**src/rtl/fp_addsub_seq_if.sv**
```systemverilog
// Handshake and data bundle between the operand source and fp_addsub_seq.
// The master launches operations; the slave (the adder) reports results.
interface fp_addsub_seq_if;
  logic        start;
  logic        op;
  logic [31:0] a;
  logic [31:0] b;
  logic        busy;
  logic        done;
  logic [31:0] result;
  logic        overflow;
  logic        underflow;
  logic        invalid;

  modport master (
    output start, op, a, b,
    input  busy, done, result, overflow, underflow, invalid
  );

  modport slave (
    input  start, op, a, b,
    output busy, done, result, overflow, underflow, invalid
  );
endinterface

```
**src/rtl/fp_addsub_seq.sv**
```systemverilog
// Multi-cycle single-precision add/subtract built around one shared 24-bit
// add/sub unit; truncating, denormals flushed to zero.
module fp_addsub_seq #(
  parameter int unsigned ALIGN_SKIP = 25
) (
  input logic          clk,
  input logic          rst,
  fp_addsub_seq_if.slave bus
);

  typedef enum logic [3:0] {
    IDLE, UNPACK, EXP, EXP2, MCMP, ALIGN, ADD, NORM, PACK
  } state_t;

  state_t      state, state_nxt;
  logic [31:0] a_q, b_q;
  logic        op_q;
  logic [7:0]  ea, eb, diff;
  logic [23:0] ma, mb;
  logic        sa, sb;
  logic [24:0] sum;
  logic [31:0] pack_val;
  logic        ovf_p, unf_p, inv_p;

  logic [23:0] au_x, au_y, au_res;
  logic        au_sub, au_cout;
  logic        special, skip;
  logic [24:0] add_sum;

  // Shared unit: subtract sets carry-in, so cout=1 means x >= y.
  always_comb begin
    au_x   = '0;
    au_y   = '0;
    au_sub = 1'b0;
    case (state)
      EXP, EXP2: begin
        au_x   = {16'd0, ea};
        au_y   = {16'd0, eb};
        au_sub = 1'b1;
      end
      MCMP: begin
        au_x   = ma;
        au_y   = mb;
        au_sub = 1'b1;
      end
      ADD: begin
        au_x   = ma;
        au_y   = mb;
        au_sub = sa ^ sb;
      end
      default: ;
    endcase
    {au_cout, au_res} = {1'b0, au_x} + {1'b0, au_y ^ {24{au_sub}}} + {24'd0, au_sub};
  end

  assign special = (a_q[30:23] == 8'hFF) || (b_q[30:23] == 8'hFF);
  assign skip    = {24'd0, diff} >= ALIGN_SKIP;
  assign add_sum = {au_cout & ~(sa ^ sb), au_res};

  always_ff @(posedge clk or posedge rst) begin
    if (rst) state <= IDLE;
    else     state <= state_nxt;
  end

  always_comb begin
    state_nxt = state;
    case (state)
      IDLE:   if (bus.start) state_nxt = UNPACK;
      UNPACK: state_nxt = special ? PACK : EXP;
      EXP: begin
        if (!au_cout)                 state_nxt = EXP2;
        else if (au_res[7:0] == 8'd0) state_nxt = MCMP;
        else                          state_nxt = ALIGN;
      end
      EXP2:   state_nxt = (au_res[7:0] == 8'd0) ? MCMP : ALIGN;
      MCMP:   state_nxt = ADD;
      ALIGN:  if (skip || diff <= 8'd1) state_nxt = ADD;
      ADD:    state_nxt = (add_sum == 25'd0) ? PACK : NORM;
      NORM: begin
        if (sum[24])      begin if (ea == 8'd254) state_nxt = PACK; end
        else if (sum[23]) state_nxt = PACK;
        else if (ea == 8'd1) state_nxt = PACK;
      end
      PACK:   state_nxt = IDLE;
      default: state_nxt = IDLE;
    endcase
  end

  always_ff @(posedge clk or posedge rst) begin
    if (rst) begin
      a_q <= '0; b_q <= '0; op_q <= 1'b0;
      ea <= '0; eb <= '0; diff <= '0;
      ma <= '0; mb <= '0; sa <= 1'b0; sb <= 1'b0;
      sum <= '0; pack_val <= '0;
      ovf_p <= 1'b0; unf_p <= 1'b0; inv_p <= 1'b0;
      bus.busy <= 1'b0; bus.done <= 1'b0; bus.result <= '0;
      bus.overflow <= 1'b0; bus.underflow <= 1'b0; bus.invalid <= 1'b0;
    end else begin
      bus.done <= 1'b0;
      case (state)
        IDLE: if (bus.start) begin
          a_q <= bus.a; b_q <= bus.b; op_q <= bus.op;
          bus.busy <= 1'b1;
          ovf_p <= 1'b0; unf_p <= 1'b0; inv_p <= 1'b0;
          bus.overflow <= 1'b0; bus.underflow <= 1'b0; bus.invalid <= 1'b0;
        end
        UNPACK: begin
          ea <= a_q[30:23];
          eb <= b_q[30:23];
          ma <= (a_q[30:23] == 8'd0) ? 24'd0 : {1'b1, a_q[22:0]};
          mb <= (b_q[30:23] == 8'd0) ? 24'd0 : {1'b1, b_q[22:0]};
          sa <= a_q[31];
          sb <= b_q[31] ^ op_q;
          if (special) begin
            pack_val <= 32'h7FC00000;
            inv_p    <= 1'b1;
          end
        end
        EXP: begin
          if (au_cout) diff <= au_res[7:0];
          else begin
            ea <= eb; eb <= ea; ma <= mb; mb <= ma; sa <= sb; sb <= sa;
          end
        end
        EXP2: diff <= au_res[7:0];
        // Equal exponents: order by mantissa so the subtract never borrows.
        MCMP: if (!au_cout) begin
          ma <= mb; mb <= ma; sa <= sb; sb <= sa;
        end
        ALIGN: begin
          if (skip) begin
            mb   <= '0;
            diff <= '0;
          end else begin
            mb   <= mb >> 1;
            diff <= diff - 8'd1;
          end
        end
        ADD: begin
          sum <= add_sum;
          if (add_sum == 25'd0) pack_val <= 32'h0;
        end
        NORM: begin
          if (sum[24]) begin
            sum <= sum >> 1;
            ea  <= ea + 8'd1;
            if (ea == 8'd254) begin
              pack_val <= {sa, 31'h7F800000};
              ovf_p    <= 1'b1;
            end
          end else if (sum[23]) begin
            pack_val <= {sa, ea, sum[22:0]};
          end else begin
            sum <= sum << 1;
            ea  <= ea - 8'd1;
            if (ea == 8'd1) begin
              pack_val <= 32'h0;
              unf_p    <= 1'b1;
            end
          end
        end
        PACK: begin
          bus.result    <= pack_val;
          bus.overflow  <= ovf_p;
          bus.underflow <= unf_p;
          bus.invalid   <= inv_p;
          bus.done      <= 1'b1;
          bus.busy      <= 1'b0;
        end
        default: ;
      endcase
    end
  end

endmodule
```
**src/flat_wrapper.sv**
```systemverilog
// flat-port wrapper written by rule: the top's interface ports become plain ports
module fp_addsub_seq_flat 
#(
  parameter int unsigned ALIGN_SKIP = 25
)
  (clk, rst, bus_start, bus_op, bus_a, bus_b, bus_busy, bus_done, bus_result, bus_overflow, bus_underflow, bus_invalid);
  fp_addsub_seq_if bus_i ();
  input logic clk;
  input logic rst;
  input wire logic [$bits(bus_i.start)-1:0] bus_start;
  input wire logic [$bits(bus_i.op)-1:0] bus_op;
  input wire logic [$bits(bus_i.a)-1:0] bus_a;
  input wire logic [$bits(bus_i.b)-1:0] bus_b;
  output wire logic [$bits(bus_i.busy)-1:0] bus_busy;
  output wire logic [$bits(bus_i.done)-1:0] bus_done;
  output wire logic [$bits(bus_i.result)-1:0] bus_result;
  output wire logic [$bits(bus_i.overflow)-1:0] bus_overflow;
  output wire logic [$bits(bus_i.underflow)-1:0] bus_underflow;
  output wire logic [$bits(bus_i.invalid)-1:0] bus_invalid;
  assign bus_i.start = bus_start;
  assign bus_i.op = bus_op;
  assign bus_i.a = bus_a;
  assign bus_i.b = bus_b;
  assign bus_busy = bus_i.busy;
  assign bus_done = bus_i.done;
  assign bus_result = bus_i.result;
  assign bus_overflow = bus_i.overflow;
  assign bus_underflow = bus_i.underflow;
  assign bus_invalid = bus_i.invalid;
  fp_addsub_seq #(.ALIGN_SKIP(ALIGN_SKIP)) u_core (.clk(clk), .rst(rst), .bus(bus_i));
endmodule
```
**config.mk**
```make
export PLATFORM = sky130hd
export DESIGN_NAME = fp_addsub_seq_flat
export DESIGN_NICKNAME = d
export VERILOG_FILES = /design/src/rtl/fp_addsub_seq_if.sv /design/src/rtl/fp_addsub_seq.sv /design/src/flat_wrapper.sv
export SDC_FILE = /design/constraint.sdc
export NUM_CORES = 1
export LEC_CHECK = 0
export CAP_MARGIN = 20
export CORE_ASPECT_RATIO = 2
export CORE_UTILIZATION = 41
export CTS_BUF_LIST = sky130_fd_sc_hd__clkbuf_4
export CTS_CLUSTER_SIZE = 14
export DETAILED_ROUTE_END_ITERATION = 8
export GPL_TIMING_DRIVEN = 0
export MAX_ROUTING_LAYER = met4
export PLACE_DENSITY_LB_ADDON = 0.1
export RECOVER_POWER = 100
export SLEW_MARGIN = 25
export SYNTH_ARGS = -nofsm -noshare
export SYNTH_HDL_FRONTEND = slang
export SYNTH_SLANG_ARGS = --single-unit
```
**constraint.sdc**
```tcl
create_clock -name clk -period 10.9 [get_ports clk]
set_clock_uncertainty 0.2 [all_clocks]
set_input_delay 1.635 -clock clk [delete_from_list [all_inputs] [get_ports clk]]
set_output_delay 1.635 -clock clk [all_outputs]
set_load 0.01 [all_outputs]
```
==> flow_summary.ini, run 1 <==
[run_status]
status = finished, violations left
violations = capacitance limit, slew limit

[pwr]
ir_drop_mv = 0.1386
swShare_pct = 51.12
seqPwrFrac_pct = 28.2
power_density_nw_per_um2 = 378.3
power.leakage_nw = 6.766
p_sw_w = 0.002980
clkPwrFrac_pct = 12.3
pwr-share-comb_pct = 59.5
p_int_w = 0.002850

[yosys]
syn-cell-area_um2 = 13200
synth_cell_types = 69
synthArstFlopShare_pct = 100.0
synth_edf_count = 0
synthCells = 1498
ys_seq_area_share_pct = 45.51
syn-num-nets = 1596
synth.avg_cell_area_um2 = 8.810
yosysWarnings = 0
yosys_register_bits = 240
synth_flop_cell = dfrtp_1

[drt]
routedWlPerCell_um = 20.18
dr.pass1.iters = 9
viasPerCell = 5.605
drtAntennaViolNets = 0
drc = 0
drtIter0Drc = 619
num_vias = 11930
wirelength_um = 42950

[critical_path]
cp-end-kind = register
worstPathArrival_ns = 8.59
cp_max_fo = 10
path_class = reg -> reg
start_kind = register
critPathRequiredTime_ns = 11.29

[placement]
place_congestion = 0.9505
dp_slack_ns = 3.567
portBuffers = 104
dp_hpwl_um = 33490
place_area_um2 = 14840

[grt]
grtUsageTotal_pct = 27.89
grt_max_degree = 96
antenna_found_initial = 1
grt_pass1_vias = 12370
grt_pass1_wl_um = 68030
gr-total-overflow = 0

[sta]
finalHoldViolations = 0
setup_violations = 0
drv_slew = 148
rsz0062_at_grt = no
period_minus_slack_ns = 8.194
fin_ws_ns = 2.706
max_slew_margin_pct = -151.5
fmax_mhz = 122.0
tightest_slew_ns = 3.752
min_period_over_period_pct = 75.18

[floorplan]
start_util_pct = 41.84
die_area_um2 = 32950
design.portCount = 105
rows = 92
die_h_um = 255.7
coreArea_um2 = 31540
die_x_um = 128.9

[cts]
holdBufCountCts = 0
ctsResizeCount = 0
cts_tree = done
path_clk_slew_ns = 0.07
clk_latency_ns = 0.75
cts_inserted_buffers = 56
clock-sinks = 240
root_buffer = clkbuf_4
clock_path_buffers = 3
h-tree-depth = 2
post_cts_buffers = 0

[run]
drv_cap = 2

[final_layout]
drive_gt1_share_pct = 7.859
syn_to_final_growth_pct = 16.76
stdcell_area_um2 = 15410
post-route-util_pct = 48.86
nNetsFinal = 1760

[min_path]
hp-class = reg -> reg
## power groups by stage
stage               clock, W  combinational [W]  sequential, W
floorplan                  0            0.00239        0.00154
global placement           0            0.00344        0.00165
detailed placement         0            0.00349        0.00166
CTS                 0.000739            0.00351        0.00164
global route        0.000780            0.00381        0.00169
finish              0.000716            0.00347        0.00164
## final cells by class
type                       count  area, um2
buffer                       111      417.9
antenna                        1      2.502
tap                          423      529.3
multi-input combinational   1131       6635
clock buffer                  80      600.6
sequential                   240       6006
timing repair buffer         106       1072
inverter                      16      61.31
clock inverter                21      85.08
fill                        3272      16130
## placed cells by master (no fill, tap or decap), drive strengths merged, types with 20 or more instances in the layout
cell type      netlist  layout
mux2                34      34
o21ai              118     118
a211oi              22      22
dfrtp              240     240
nor3b               22      22
and2                21      21
nand2              360     360
clkinv               1      20
a21oi              111     111
dlygate4sd3          0      39
xnor2               36      36
ha                  29      29
clkdlybuf4s50        0      65
clkbuf              91     189
a22oi               55      55
nor2                91      91
a222oi              23      23
## sequential cells by signal, summed over array words and instances (netlist names), 4 cells and up
| register | flops |
|---|---|
| u_core.b_q | 32 |
| u_core.a_q | 32 |
| u_core.bus.result | 32 |
| u_core.ma | 24 |
| u_core.sum | 25 |
| u_core.eb | 8 |
| u_core.pack_val | 32 |
| u_core.diff | 8 |
| u_core.state | 4 |
| u_core.mb | 24 |
| u_core.ea | 8 |
## worst paths after layout
kind	start	endpoint	slack (ns)	cells after the start
min in group asynchronous	rst	u_core.bus.result[9]	2.25	2
hold reg to reg	u_core.a_q[6]	u_core.a_q[6]	0.27	2
setup reg to reg	u_core.state[2]	u_core.pack_val[28]	2.71	22
setup / recovery	u_core.state[2]	u_core.pack_val[28]	2.71	22
hold / removal	u_core.a_q[6]	u_core.a_q[6]	0.27	2
max in group asynchronous	rst	u_core.eb[1]	3.83	3
## metrics by stage
stage / hold slack, ns / TNS [ns] / instances / power (W)
3_3_place_gp: 0.2634 / -172.23 / 2025 / 0.005087
5_1_grt: 0.2949 / 0 / 2129 / 0.006278
6_report: 0.2738 / 0 / 2129 / 0.005829
4_1_cts: 0.2805 / 0 / 2128 / 0.005887
3_5_place_dp: 0.2645 / 0 / 2027 / 0.005147
2_1_floorplan: 0.2450 / 0 / 1498 / 0.003926
## critical path, cell delays in order (launching register included)
cell and delay, ns:
dfrtp_1 0.32, clkbuf_1 0.34, clkbuf_1 0.37, nand2_1 0.22
nor2_1 0.49, nand3_1 0.41, o21bai_1 0.52, nor4_1 0.12
clkbuf_1 0.26, clkbuf_1 0.34, a22o_1 0.35, fa_1 0.45
a21o_1 0.20, a221oi_1 0.69, or3_1 0.27, a21oi_1 0.14
o2111ai_1 0.23, o211ai_1 0.27, nor4_1 0.57, and3_1 0.22
clkbuf_1 0.37, clkbuf_1 0.49, o221ai_1 0.19
## routing by layer
metal	track usage (%)	routed length, um	up-vias
li1	-	-	5697
met1	26.48	14470	5702
met2	53.09	24480	379
met3	3.470	1541	156
met4	14.61	2464	0
met5	-	0	-
## cell families after synthesis
logic type	after synthesis	synth area share, %
compound gates	423	21.48
buf+inv	127	3.811
mux	47	3.887
flops	240	45.51
simple gates	586	19.43
fa+ha+maj	30	2.901
xor+xnor	45	2.986
## cell usage after synthesis, types with 21 or more instances
master    count  area [um2]
nand2_1     360        1351
dfrtp_1     240        6006
a21oi_1     109       545.5
o21ai_0      94       470.5
clkbuf_1     91       341.6
nor2_1       91       341.6
a22oi_1      53       397.9
xnor2_1      36       315.3
mux2_2       34       382.9
ha_1         29       362.9
o21ai_1      24       120.1
a222oi_1     23       230.2
nor3b_1      22       165.2
a211oi_1     21       157.7
and2_1       21       131.4
Note: power is estimated with default switching activity, not from simulation.
==> run 2, diff against run 1 <==
==> constraint.sdc (replaced) <==
create_clock -name clk -period 6.9 [get_ports clk]
set_clock_uncertainty 0.2 [all_clocks]
set_input_delay 1.035 -clock clk [delete_from_list [all_inputs] [get_ports clk]]
set_output_delay 1.035 -clock clk [all_outputs]
set_load 0.01 [all_outputs]
==> run 2 against run 1 <==
Setup slack lost 2.4 ns; highest routed layer unchanged; die area did not move; clock power is 69% higher; power up 61%; the flow still finishes with violations (capacitance limit, slew limit); non-clock buffer count is 4 higher; design area up 1.1%.
==> flow_summary.ini, run 2 (synthesized netlist as in run 1, its figures left out) <==
[run_status]
status = finished, violations left
violations = capacitance limit, slew limit

[final_layout]
final_common_cell = nand2_1
stdcell_area_um2 = 15580
nNetsFinal = 1764
syn_to_final_growth_pct = 18.08
drive_gt1_share_pct = 9.579
final_cell_mix = nand2_1 (360), dfrtp_1 (240), a21oi_1 (106)
n_fill_cell = 3249
stdcell_count = 2136

[sta]
drv_slew = 90
setup_tns_ns = 0
tightest_slew_ns = 1.619
max_slew_margin_pct = -7.961
fin_ws_ns = 0.2843
finalHoldViolations = 0
setup_violations = 0
min_period_over_period_pct = 95.88
hold_ws_ns = 0.2769
rsz0062_at_grt = no
fmax_mhz = 151.2
period_minus_slack_ns = 6.616

[critical_path]
start_kind = register
critPathRequiredTime_ns = 7.32
cp_cell_sequence = clkbuf_1, inv_1, nand2_1, nor2_2, nand3_1, o21bai_4, nor4_2, clkbuf_2, clkbuf_2, a22o_1, ha_1, and3_1, a221oi_4, or3_1, a21oi_2, o21a_1, o211ai_1, nor4_2, and3_1, buf_4, buf_4, o21ai_0
cp-end-kind = register
cp_max_fo = 10
path_class = reg -> reg
cp_slowest_cell = dfrtp_1
reg2reg_depth = 22
worstPathArrival_ns = 7.04
crit_path_max_incr_delay_ns = 0.49

[grt]
antenna_found_initial = 1
grtUsageTotal_pct = 27.95
grt_pass1_vias = 12480
grt_max_degree = 32
gr-total-overflow = 0
grt_pass1_wl_um = 68240

[cts]
clk_latency_ns = 0.75
clock-sinks = 240
clock_path_buffers = 3
cts_inserted_buffers = 56
root_buffer = clkbuf_4
holdBufCountCts = 0
h-tree-depth = 2
path_clk_slew_ns = 0.07
cts_tree = done

[placement]
dp_slack_ns = -0.5190
dp.cells = 2033
dp_hpwl_um = 34060
place_area_um2 = 14940
place_congestion = 0.9570
portBuffers = 104

[floorplan]
coreArea_um2 = 31540
design.portCount = 105
die_x_um = 128.9
start_util_pct = 41.84
die_h_um = 255.7
rows = 92
die_area_um2 = 32950

[drt]
routedWlPerCell_um = 20.25
wirelength_um = 43250
drtIter0Drc = 611
drc = 0
num_vias = 11890
drtAntennaViolNets = 0
dr.pass1.iters = 8
viasPerCell = 5.566

[run]
drv_cap = 3

[min_path]
min_delay_path_depth = 2
hp-class = reg -> reg

[pwr]
power_density_nw_per_um2 = 602.3
ir_drop_mv = 0.2230
power.leakage_nw = 6.867
## run 2: what timing repair did
item | CTS | global route
buffers inserted | 0 | 0
setup endpoints to repair | 110 | 110
gates resized for setup | 7 | 11
## run 2: final cells by class
type	instances	area [um2]	area share, %
buffer	109	440.4	2.826
clock buffer	87	653.1	4.191
antenna	1	2.502	0.01606
multi-input combinational	1131	6708	43.04
tap	423	529.3	3.396
sequential	240	6006	38.54
timing repair buffer	112	1089	6.985
clock inverter	17	95.09	0.6102
inverter	16	61.31	0.3934
## run 2: path summary, 6_finish.rpt
| path | from | endpoint | slack [ns] |
|---|---|---|---|
| worst min register to register | u_core.a_q[5] | u_core.a_q[5] | 0.28 |
| max in group asynchronous | rst | u_core.b_q[15] | 1.04 |
| min in group asynchronous | rst | u_core.bus.done | 0.81 |
| worst max register to register | u_core.state[1] | u_core.pack_val[0] | 0.28 |
| worst min-delay path | u_core.a_q[5] | u_core.a_q[5] | 0.28 |
| worst max-delay path | u_core.state[1] | u_core.pack_val[0] | 0.28 |
## run 2: report_power, final
part | internal, W | total, W | switching (W)
registers | 0.00204 | 0.00260 | 0.000558
logic | 0.00196 | 0.00558 | 0.00362
clock network | 0.000612 | 0.00121 | 0.000597
total | 0.00461 | 0.00939 | 0.00477
## run 2: per-layer routing
layer  vias up  share of wire (%)  routed length (um)  GRT usage, %
met5         -                  0                   0             -
met4         0                5.3                2293         16.01
met3       126                3.2                1377         3.303
met2       328                 58               25000         53.24
met1      5722                 34               14580         26.04
li1       5712                  -                   -             -
## run 2: worst max-delay path: cells and delay by family, from the launching register on
| family | cells | cell delay [ns] |
|---|---|---|
| flip-flops | 1 | 0.49 |
| AND/OR/NAND/NOR | 8 | 2.35 |
| AO/OA/AOI/OAI | 7 | 1.68 |
| adder cells (fa/ha/maj) | 1 | 0.39 |
| buffers and inverters | 6 | 1.37 |
## run 2: metrics by stage
stage	power, W	utilization [%]
finish	0.009386	49.41
global route	0.01010	49.41
CTS	0.009401	49.81
detailed placement	0.008147	47.38
global placement	0.008050	46.83
floorplan	0.006203	-
==> run 3, diff against run 2 <==
--- a/config.mk
+++ b/config.mk
@@ -5,6 +5,7 @@
 export SDC_FILE = /design/constraint.sdc
 export NUM_CORES = 1
 export LEC_CHECK = 0
+export ABC_CLOCK_PERIOD_IN_PS = 6900
 export CAP_MARGIN = 20
 export CORE_ASPECT_RATIO = 2
 export CORE_UTILIZATION = 41
==> results of run 3 <==
Same layout as run 2: the final DEF is identical, and so are final timing and power.
